**config.mk**
```make
export PLATFORM = sky130hd
export DESIGN_NAME = prt_lb_mux_tmo
export DESIGN_NICKNAME = d
export VERILOG_FILES = /design/src/rtl/prt_lb_mux_tmo.sv
export SDC_FILE = /design/constraint.sdc
export NUM_CORES = 1
export LEC_CHECK = 0
export ABC_AREA = 1
export BUFFER_PORTS_ARGS = -buffer_cell sky130_fd_sc_hd__buf_2
export CORE_ASPECT_RATIO = 0.6
export CORE_MARGIN = 2
export CORE_UTILIZATION = 28
export DETAILED_ROUTE_END_ITERATION = 8
export HOLD_SLACK_MARGIN = 0.12
export SLEW_MARGIN = 0
export SYNTH_ARGS = -nofsm -noshare
export SYNTH_HDL_FRONTEND = slang
export SYNTH_SLANG_ARGS = --single-unit
```
**constraint.sdc**
```tcl
create_clock -name CLK_IN -period 1.9 [get_ports CLK_IN]
set_input_delay 0.475 -clock CLK_IN [delete_from_list [all_inputs] [get_ports CLK_IN]]
set_output_delay 0.475 -clock CLK_IN [all_outputs]
set_load 0.01 [all_outputs]
```
**src/rtl/prt_lb_mux_tmo.sv**
```systemverilog
// prt_lb_mux_tmo
// Local-bus demultiplexer between the CPU data port and P_PORTS slaves.
// Decode, write strobes and read strobes are registered. A single read may
// be outstanding; a watchdog returns P_ERR_DAT if the slave never answers,
// so a hung or missing slave cannot stall the CPU.
//
// Ports
//   CLK_IN, RST_IN         clock, async active-low reset
//   LB_UP_*                upstream bus (word address, strobes, data, read valid)
//   LB_DWN_ADR/DIN_OUT     shared downstream address / write data
//   LB_DWN_WR/RD_OUT       per-port one-hot strobes
//   LB_DWN_DOUT/VLD_IN     per-port read data (port k at [k*P_DAT +: P_DAT]) / valid
//   STA_CLR_IN             clears sticky flags
//   STA_TMO/DEC/OVR_OUT    sticky: timeout, decode error, dropped request
//   STA_TMO_PORT_OUT       port of the most recent timeout
//   STA_BUSY_OUT           a read is outstanding
module prt_lb_mux_tmo #(
   parameter int               P_PORTS   = 9,
   parameter int               P_UP_ADR  = 22,
   parameter int               P_DWN_ADR = 16,
   parameter int               P_DAT     = 32,
   parameter int               P_TMO     = 256,
   parameter logic [P_DAT-1:0] P_ERR_DAT = P_DAT'(32'hDEAD_BEEF)
) (
   input  logic                       CLK_IN,
   input  logic                       RST_IN,
   input  logic [P_UP_ADR-1:0]        LB_UP_ADR_IN,
   input  logic                       LB_UP_WR_IN,
   input  logic                       LB_UP_RD_IN,
   input  logic [P_DAT-1:0]           LB_UP_DIN_IN,
   output logic [P_DAT-1:0]           LB_UP_DOUT_OUT,
   output logic                       LB_UP_VLD_OUT,
   output logic [P_DWN_ADR-1:0]       LB_DWN_ADR_OUT,
   output logic [P_DAT-1:0]           LB_DWN_DIN_OUT,
   output logic [P_PORTS-1:0]         LB_DWN_WR_OUT,
   output logic [P_PORTS-1:0]         LB_DWN_RD_OUT,
   input  logic [P_PORTS*P_DAT-1:0]   LB_DWN_DOUT_IN,
   input  logic [P_PORTS-1:0]         LB_DWN_VLD_IN,
   input  logic                       STA_CLR_IN,
   output logic                       STA_TMO_OUT,
   output logic [4:0]                 STA_TMO_PORT_OUT,
   output logic                       STA_DEC_OUT,
   output logic                       STA_OVR_OUT,
   output logic                       STA_BUSY_OUT
);

   localparam int SEL_W = (P_PORTS > 1) ? $clog2(P_PORTS) : 1;
   localparam int CNT_W = $clog2(P_TMO);
   localparam logic [CNT_W-1:0] TERM = CNT_W'(P_TMO - 1);

   typedef enum logic {IDLE, RD_WAIT} state_t;

   state_t               state_q, state_d;
   logic [SEL_W-1:0]     sel_q, sel_d;
   logic [CNT_W-1:0]     cnt_q, cnt_d;
   logic [P_PORTS-1:0]   wr_q, wr_d, rd_q, rd_d;
   logic [P_DWN_ADR-1:0] adr_q, adr_d;
   logic [P_DAT-1:0]     din_q, din_d;
   logic                 vld_q, vld_d;
   logic [P_DAT-1:0]     dout_q, dout_d;
   logic                 tmo_q, tmo_d, dec_q, dec_d, ovr_q, ovr_d;
   logic [4:0]           tport_q, tport_d;

   logic [SEL_W-1:0]     sel;
   logic [P_PORTS-1:0]   sel_oh;
   logic                 sel_ok, idle, wr_go, rd_go, rd_bad, dec_ev, ovr_ev, tmo_ev;
   logic                 vld_sel;
   logic [P_DAT-1:0]     dat_sel;
   logic                 unused_adr;

   // Bits above the port select are don't-care.
   assign unused_adr = ^LB_UP_ADR_IN;

   always_comb begin
      sel     = LB_UP_ADR_IN[P_DWN_ADR +: SEL_W];
      vld_sel = 1'b0;
      dat_sel = '0;
      for (int k = 0; k < P_PORTS; k++) begin
         sel_oh[k] = (sel == SEL_W'(k));
         if (sel_q == SEL_W'(k)) begin
            vld_sel = LB_DWN_VLD_IN[k];
            dat_sel = LB_DWN_DOUT_IN[k*P_DAT +: P_DAT];
         end
      end
      sel_ok = |sel_oh;
      idle   = (state_q == IDLE);
      // A write always wins over a simultaneous read.
      wr_go  = idle & LB_UP_WR_IN & sel_ok;
      rd_go  = idle & LB_UP_RD_IN & ~LB_UP_WR_IN & sel_ok;
      rd_bad = idle & LB_UP_RD_IN & ~LB_UP_WR_IN & ~sel_ok;
      dec_ev = idle & (LB_UP_WR_IN | LB_UP_RD_IN) & ~sel_ok;
      ovr_ev = idle ? (LB_UP_WR_IN & LB_UP_RD_IN) : (LB_UP_WR_IN | LB_UP_RD_IN);
      tmo_ev = 1'b0;

      state_d = state_q;
      sel_d   = sel_q;
      cnt_d   = cnt_q;
      adr_d   = adr_q;
      din_d   = din_q;
      wr_d    = wr_go ? sel_oh : '0;
      rd_d    = rd_go ? sel_oh : '0;
      vld_d   = 1'b0;
      dout_d  = dout_q;
      tport_d = tport_q;

      if (wr_go | rd_go) begin
         adr_d = LB_UP_ADR_IN[P_DWN_ADR-1:0];
         din_d = LB_UP_DIN_IN;
      end

      case (state_q)
         IDLE: begin
            if (rd_go) begin
               state_d = RD_WAIT;
               sel_d   = sel;
               cnt_d   = '0;
            end else if (rd_bad) begin
               vld_d  = 1'b1;
               dout_d = P_ERR_DAT;
            end
         end
         RD_WAIT: begin
            // Slave valid has priority over the terminal count.
            if (vld_sel) begin
               vld_d   = 1'b1;
               dout_d  = dat_sel;
               state_d = IDLE;
            end else if (rd_q == '0 && cnt_q == TERM) begin
               tmo_ev  = 1'b1;
               vld_d   = 1'b1;
               dout_d  = P_ERR_DAT;
               tport_d = 5'(sel_q);
               state_d = IDLE;
            end else if (rd_q == '0) begin
               // The strobe cycle itself is not charged to the slave, so the
               // error response lands P_TMO+1 cycles after the strobe.
               cnt_d = cnt_q + CNT_W'(1);
            end
         end
         default: state_d = IDLE;
      endcase

      tmo_d = (tmo_q & ~STA_CLR_IN) | tmo_ev;
      dec_d = (dec_q & ~STA_CLR_IN) | dec_ev;
      ovr_d = (ovr_q & ~STA_CLR_IN) | ovr_ev;
   end

   always_ff @(posedge CLK_IN or negedge RST_IN) begin
      if (!RST_IN) begin
         state_q <= IDLE;
         sel_q   <= '0;
         cnt_q   <= '0;
         wr_q    <= '0;
         rd_q    <= '0;
         adr_q   <= '0;
         din_q   <= '0;
         vld_q   <= 1'b0;
         dout_q  <= '0;
         tmo_q   <= 1'b0;
         dec_q   <= 1'b0;
         ovr_q   <= 1'b0;
         tport_q <= '0;
      end else begin
         state_q <= state_d;
         sel_q   <= sel_d;
         cnt_q   <= cnt_d;
         wr_q    <= wr_d;
         rd_q    <= rd_d;
         adr_q   <= adr_d;
         din_q   <= din_d;
         vld_q   <= vld_d;
         dout_q  <= dout_d;
         tmo_q   <= tmo_d;
         dec_q   <= dec_d;
         ovr_q   <= ovr_d;
         tport_q <= tport_d;
      end
   end

   assign LB_UP_DOUT_OUT   = dout_q;
   assign LB_UP_VLD_OUT    = vld_q;
   assign LB_DWN_ADR_OUT   = adr_q;
   assign LB_DWN_DIN_OUT   = din_q;
   assign LB_DWN_WR_OUT    = wr_q;
   assign LB_DWN_RD_OUT    = rd_q;
   assign STA_TMO_OUT      = tmo_q;
   assign STA_TMO_PORT_OUT = tport_q;
   assign STA_DEC_OUT      = dec_q;
   assign STA_OVR_OUT      = ovr_q;
   assign STA_BUSY_OUT     = (state_q == RD_WAIT);

endmodule

```
Word level (Yosys, flattened, before mapping). Index checks and enable logic that the tools add are counted.

Bits of input ports: 356. Word-level logic and storage cells: 111. Output and inout bits: 108. Flip-flop bits (word level): 119.

Add/sub/neg operators: 1. Bitwise gates (word level): 22. Equal/unequal tests: 24. Multiplexer cells: 42. Reductions and logical operators: 9.

Operators with widths (number): two-way mux 32 bit (13); case mux 32 bit (2 select lines) (1); equality test 4 x 3 -> 1 bit, second input constant (8); two-way mux 8 bit (4); two-way mux 1 bit (19); two-way mux 9 bit (2); equality test 4 x 2 -> 1 bit, second input constant (4); case mux 8 bit (2 select lines) (1); AND 1 bit (12); zero test 9 bit (1); OR reduction 9 bit (1); adder 8 x 1 -> 8 bit, second input constant (1); equality test 4 x 1 -> 1 bit, second input constant (2); equality test 4 bit, second input constant (2); equality test 8 bit, second input constant (1); zero test 4 bit (2); inequality test 2 x 1 -> 1 bit, second input constant (3); inequality test 2 bit, second input constant (3); AND reduction 3 bit (2); inverter 1 bit (5); OR 1 bit (5); case mux 1 bit (2 select lines) (2); AND reduction 4 bit (1); inequality test 3 x 1 -> 1 bit, second input constant (1); 2 further kinds (2).

Logic depth before layout (Yosys ltp).
Word-level depth: 13. Gate-level depth with buffers: 13. Mapped depth without buffers: 12.

Worst setup path after synthesis. OpenSTA, ideal clock, no wires.

Path kind: input-to-reg. From: input port LB_UP_ADR_IN[17]. To: register adr_q[0] (netlist: LB_DWN_ADR_OUT[0]). Buffers on the path: 2. Required time: 1773 ps. Setup time: 127 ps. Data arrival time: 1815 ps. Path slack: -43 ps. Stages on the path: 11. Cell sequence: nor2_1 > inv_2 > nor3_2 > nor2_1 > inv_2 > nand2_1 > inv_2 > nor2_1 > buf_4 > buf_6 > mux2_1.

Word-level cells in the longest chain between the ends: 4. Elaborated cells on any way between the ends: 13. Those cells by class: eq/ne (8); bitwise (3); reduce/logical (2).

Ends and longest elaborated chain: start: declaration (line 27) `input logic [P_UP_ADR-1:0] LB_UP_ADR_IN,`; equality test 4 x 1 -> 1 bit, or another cell as far along (line 79) `sel_oh[k] = (sel == SEL_W'(k));`; OR reduction 9 bit * (line 85) `sel_ok = |sel_oh;`; AND 1 bit, on equally long branches (line 88, 89); OR 1 bit * (line 106) `if (wr_go | rd_go) begin`; end signal: assignment (line 169) `adr_q <= adr_d;`; end: declaration (line 57) `logic [P_DWN_ADR-1:0] adr_q, adr_d;`.

Every way passes the cells marked *; elsewhere a longest branch is shown, timed or not. A chain may end at the register's enable or synchronous reset.

Worst setup path in the final report.
From: register sel_q[0]. To: register dout_q[2] (netlist: LB_UP_DOUT_OUT[2]).

Word-level cells in the longest chain between the ends: 12. Elaborated cells on any way between the ends: 31. Those cells by class: eq/ne (9); mux (20); reduce/logical (2).

Ends and longest elaborated chain: start: declaration (line 54) `logic [SEL_W-1:0] sel_q, sel_d;`; start signal: assignment (line 165) `sel_q <= sel_d;`; zero test 4 bit (line 80) `if (sel_q == SEL_W'(k)) begin`; two-way mux 1 bit or two-way mux 32 bit (tied branches) (9 in series) (line 80); inequality test 3 x 1 -> 1 bit (no line) or two-way mux 32 bit (tied branches); AND reduction 3 bit (no line) or case mux 32 bit (2 select lines) (tied branches); end signal: assignment (line 172) `dout_q <= dout_d;`; end: declaration (line 60) `logic [P_DAT-1:0] dout_q, dout_d;`.

Several ways; a longest one is shown, not always the timed one.

==> summary.md <==
| Metric | Value |
|---|---|
| Slowest-stage cell, CP | dfrtp_1 |
| Ys Warns | 0 |
| Die Span Y | roughly 130 um |
| Post-synth EDFFs | 0 |
| ANT nets after route | 0 |
| DR DRC count | 0 |
| Htree depth | 4 |
| Placed cells | 1849 |
| IO buf count | 460 |
| R2R setup slack | -0.11 ns |
| NetSw | approximately 7.1 mW |
| Drt first pass iters | 7 |
| Tightest Hold Check Type | input port to flop |
| Dpl hpwl | 24.8 mm |
| Number of global-route vias before repair | between 8000 and 9000 |
| Number of DRC markers in iteration 0 | between 500 and 600 |
| Most frequent cells after synthesis | 208 x nand2_1, 195 x nand3_1, 162 x nor2_1 |
| Setup TNS | -0.857 ns |
| Largest cells by area after synthesis | dfrtp_1 41%, nand3_1 13%, nand2_1 11% |
| Clock Power Share | roughly 20% |
| Fraction of layout cells with a size suffix above 1 | around 44% |
| WL final | roughly 33 mm |
| Fin. Hold Viols | 0 |
| Clock slew at reported path FFs | roughly 0.060 ns |
| RSZ-0062 raised after global routing | true |
| CTS tree | done |
| Worst-Skew Late Latency | about 0.42 ns |
| Clock root cell | clkbuf_16 |
| Area delta synth->final | 62.7% |
| Mapped Nets | between 1000 and 1500 |
| Outcome | complete, but fails checks |
| Max_cap viols | 0 |
| CP arrival | around 2.3 ns |
| Final nets | 1900 |
| Dominant cell type by area after synthesis | dfrtp_1 |
| Worst setup margin | -0.108 ns |
| Final setup vio count | 24 |
| Clock skew | 0.0103 ns |
| Combinational fraction of design power | approximately 57% |
| Switching part of the total | a little over two fifths |
| Die width | around 210 um |
| WP data required | approximately 2.2 ns |
| Die area | between 20000 and 30000 sq um |
| Final instance area | 11900 sq um |
| Fmax | approximately 500 MHz |
| Minimum clock period | around 2 ns |
| Gate Count Post-Synth | around 1000 |
| CP top delay family | simple AND/OR/NAND/NOR gates |
| Ys flop type | dfrtp_1 |
| Tot GR Track Use | 22.2% |
| Clk sinks | roughly 120 |
| Total gr overflow | 0 |
| Critical Path Fanout Max | 24 |
| Max-slew violation count | 0 |
| Pwr per Cell Area | 1390 nW/um^2 |
| Final Util | 46.8% |
| Seq/Total Area, Yosys | 40.7% |
| Initial antenna violation count | 4 |
| Netlist Area Pre-Place | 7310 sq um |
| I/O pins | ~460 |
| Cells along the critical path | buf_6 > inv_8 > nand2_2 > nor2_4 > inv_1 > buf_12 > nor2_1 > nor2_1 > nand4_1 > nor2_2 > nand3_1 > nand2_1 > inv_1 |
| Core area | approximately 25000 sq um |
| WP buf/inv | 5 |
| First-pass GRT wire length | roughly 46 mm |
| Final Instance Count excl. Fillers | between 1500 and 2000 |
| Seq pwr share | approximately 23% |
| Area after DPL | ~10000 sq um |
| Critical Path Start Type | flop |
| TritonCTS buffer count | 17 |
| Top cell type's share of synthesized area | between 40 and 50% |
| Crit-path max cell delay | about 0.42 ns |
| Crit Path Category | flop to flop |
| Async SR Flop Fraction | 100% |
| Syn Area/Cell | 7.10 sq um |
| Vias | 9013 |
| Post-synth cell types | 32 |
| Starting Density | around 29% |
| Largest net degree at the start of global routing | 50 |
| WL/cell | between 15 and 20 um |
| Critical path capture point type | flop |
| Register bit total from synthesis | approximately 120 |
| Vias/cell | between 4 and 5 |
| Num rows | between 40 and 50 |
| Leakage | 6.42 nW |
| Most common cell in the netlist | nand2_1 |
| Tcrit/Tclk final | 106% |
| VDD IR-drop max | 0.597 mV |
| Power after layout | 16.6 mW |
| Routability cong. | about 0.99 |
| Cell Int Power | about 9.5 mW |
| Failing checks | negative setup slack |
| Longest Clk Path Bufs | 2 |
==> metrics by stage <==
step	hold slack, ns	worst slack (ns)
after floorplan	0.179	0.00588
after global placement	0.350	-0.147
after detailed placement	0.347	-0.162
after CTS	0.240	-0.0263
after global routing	0.245	-0.178
final	0.258	-0.108
==> worst paths after layout <==
kind	start	end	depth (start not counted)
min in group asynchronous	RST_IN	LB_DWN_ADR_OUT[3]$_DFFE_PN0P_	2
hold / removal	LB_UP_ADR_IN[3]	LB_DWN_ADR_OUT[3]$_DFFE_PN0P_	2
hold reg to reg	LB_DWN_ADR_OUT[6]$_DFFE_PN0P_	LB_DWN_ADR_OUT[6]$_DFFE_PN0P_	1
max in group asynchronous	RST_IN	LB_UP_DOUT_OUT[15]$_DFFE_PN0P_	3
setup reg to reg	sel_q[0]$_DFFE_PN0N_	LB_UP_DOUT_OUT[2]$_DFFE_PN0P_	13
setup / recovery	sel_q[0]$_DFFE_PN0N_	LB_UP_DOUT_OUT[2]$_DFFE_PN0P_	13
==> metal layers <==
metal / GRT usage (%) / wire (um)
met3: 6.30 / 2710
met4: 6.95 / 752
met1: 26.3 / 13600
met5: 0 / 37
met2: 39.3 / 15700
==> layout by cell type, fill, tap and decap left out, types with 2 or more instances in the layout <==
master and instances:
buf_2 459, nand2_1 196, nand3_1 172, nor2_1 143, inv_1 123, dfrtp_1 118, nand4_1 61, buf_4 54
mux2_2 28, clkbuf_16 25, mux2_1 20, nand3_2 19, buf_12 18, nor2_2 13, o21ai_0 11, nand2_2 9
nor2_4 9, a21oi_1 9, buf_6 7, inv_2 5, nand3_4 4, a21oi_2 4, inv_8 3, nand2_4 3
nor3_1 3, bufinv_16 3, clkinvlp_4 3, clkinv_4 3, inv_6 3, nor3_2 2, nor4_1 2, inv_4 2
nor3_4 2, buf_8 2
==> logic make-up after synthesis <==
kind of cell / Yosys count / synth area share, %
and+or+nand+nor: 641 / 39.0
xor gates and xnor gates: 1 / 0.120
muxes: 48 / 7.39
adders and majority gates: 1 / 0.171
DFF: 119 / 40.7
other: 1 / 0.0513
AOI/OAI and AO/OA: 29 / 2.17
buffers and inverters: 190 / 10.4
==> sequential cells by signal (all words and copies together), names as in the netlist, 4 cells and up <==
| signal | count |
|---|---|
| LB_DWN_ADR_OUT | 16 |
| LB_DWN_DIN_OUT | 32 |
| LB_DWN_RD_OUT | 9 |
| LB_DWN_WR_OUT | 9 |
| LB_UP_DOUT_OUT | 32 |
| STA_TMO_PORT_OUT | 4 |
| cnt_q | 8 |
| sel_q | 4 |
==> area by class of cell <==
| cell class | instances | area [sq um] |
|---|---|---|
| Antenna cell | 1 | 2.50 |
| Clock buffer | 19 | 443 |
| Clock inverter | 13 | 170 |
| Fill cell | 2604 | 13600 |
| Inverter | 133 | 527 |
| Multi-Input combinational cell | 721 | 3890 |
| Sequential cell | 119 | 2980 |
| Tap cell | 352 | 440 |
| Timing Repair Buffer | 551 | 3440 |
==> power by group through the flow <==
stage	clock [mW]	combinational (mW)	sequential, mW
floorplan	0	3.82	4.17
global placement	0	7.57	3.80
detailed placement	0	7.66	3.84
CTS	3.47	8.12	3.81
global route	3.57	10.2	3.92
finish	3.38	9.39	3.81
==> what timing repair did <==
item / in CTS / in global routing
hold buffers: 1 / 0
gates resized for setup: 18 / 77
setup buffers: 10 / 6
endpoints found under the hold margin: 11 / 0
gates cloned: 2 / 10
pin swaps: 7 / 53
endpoints found under the setup margin: 39 / 46
(Power assumes the default switching activity.)
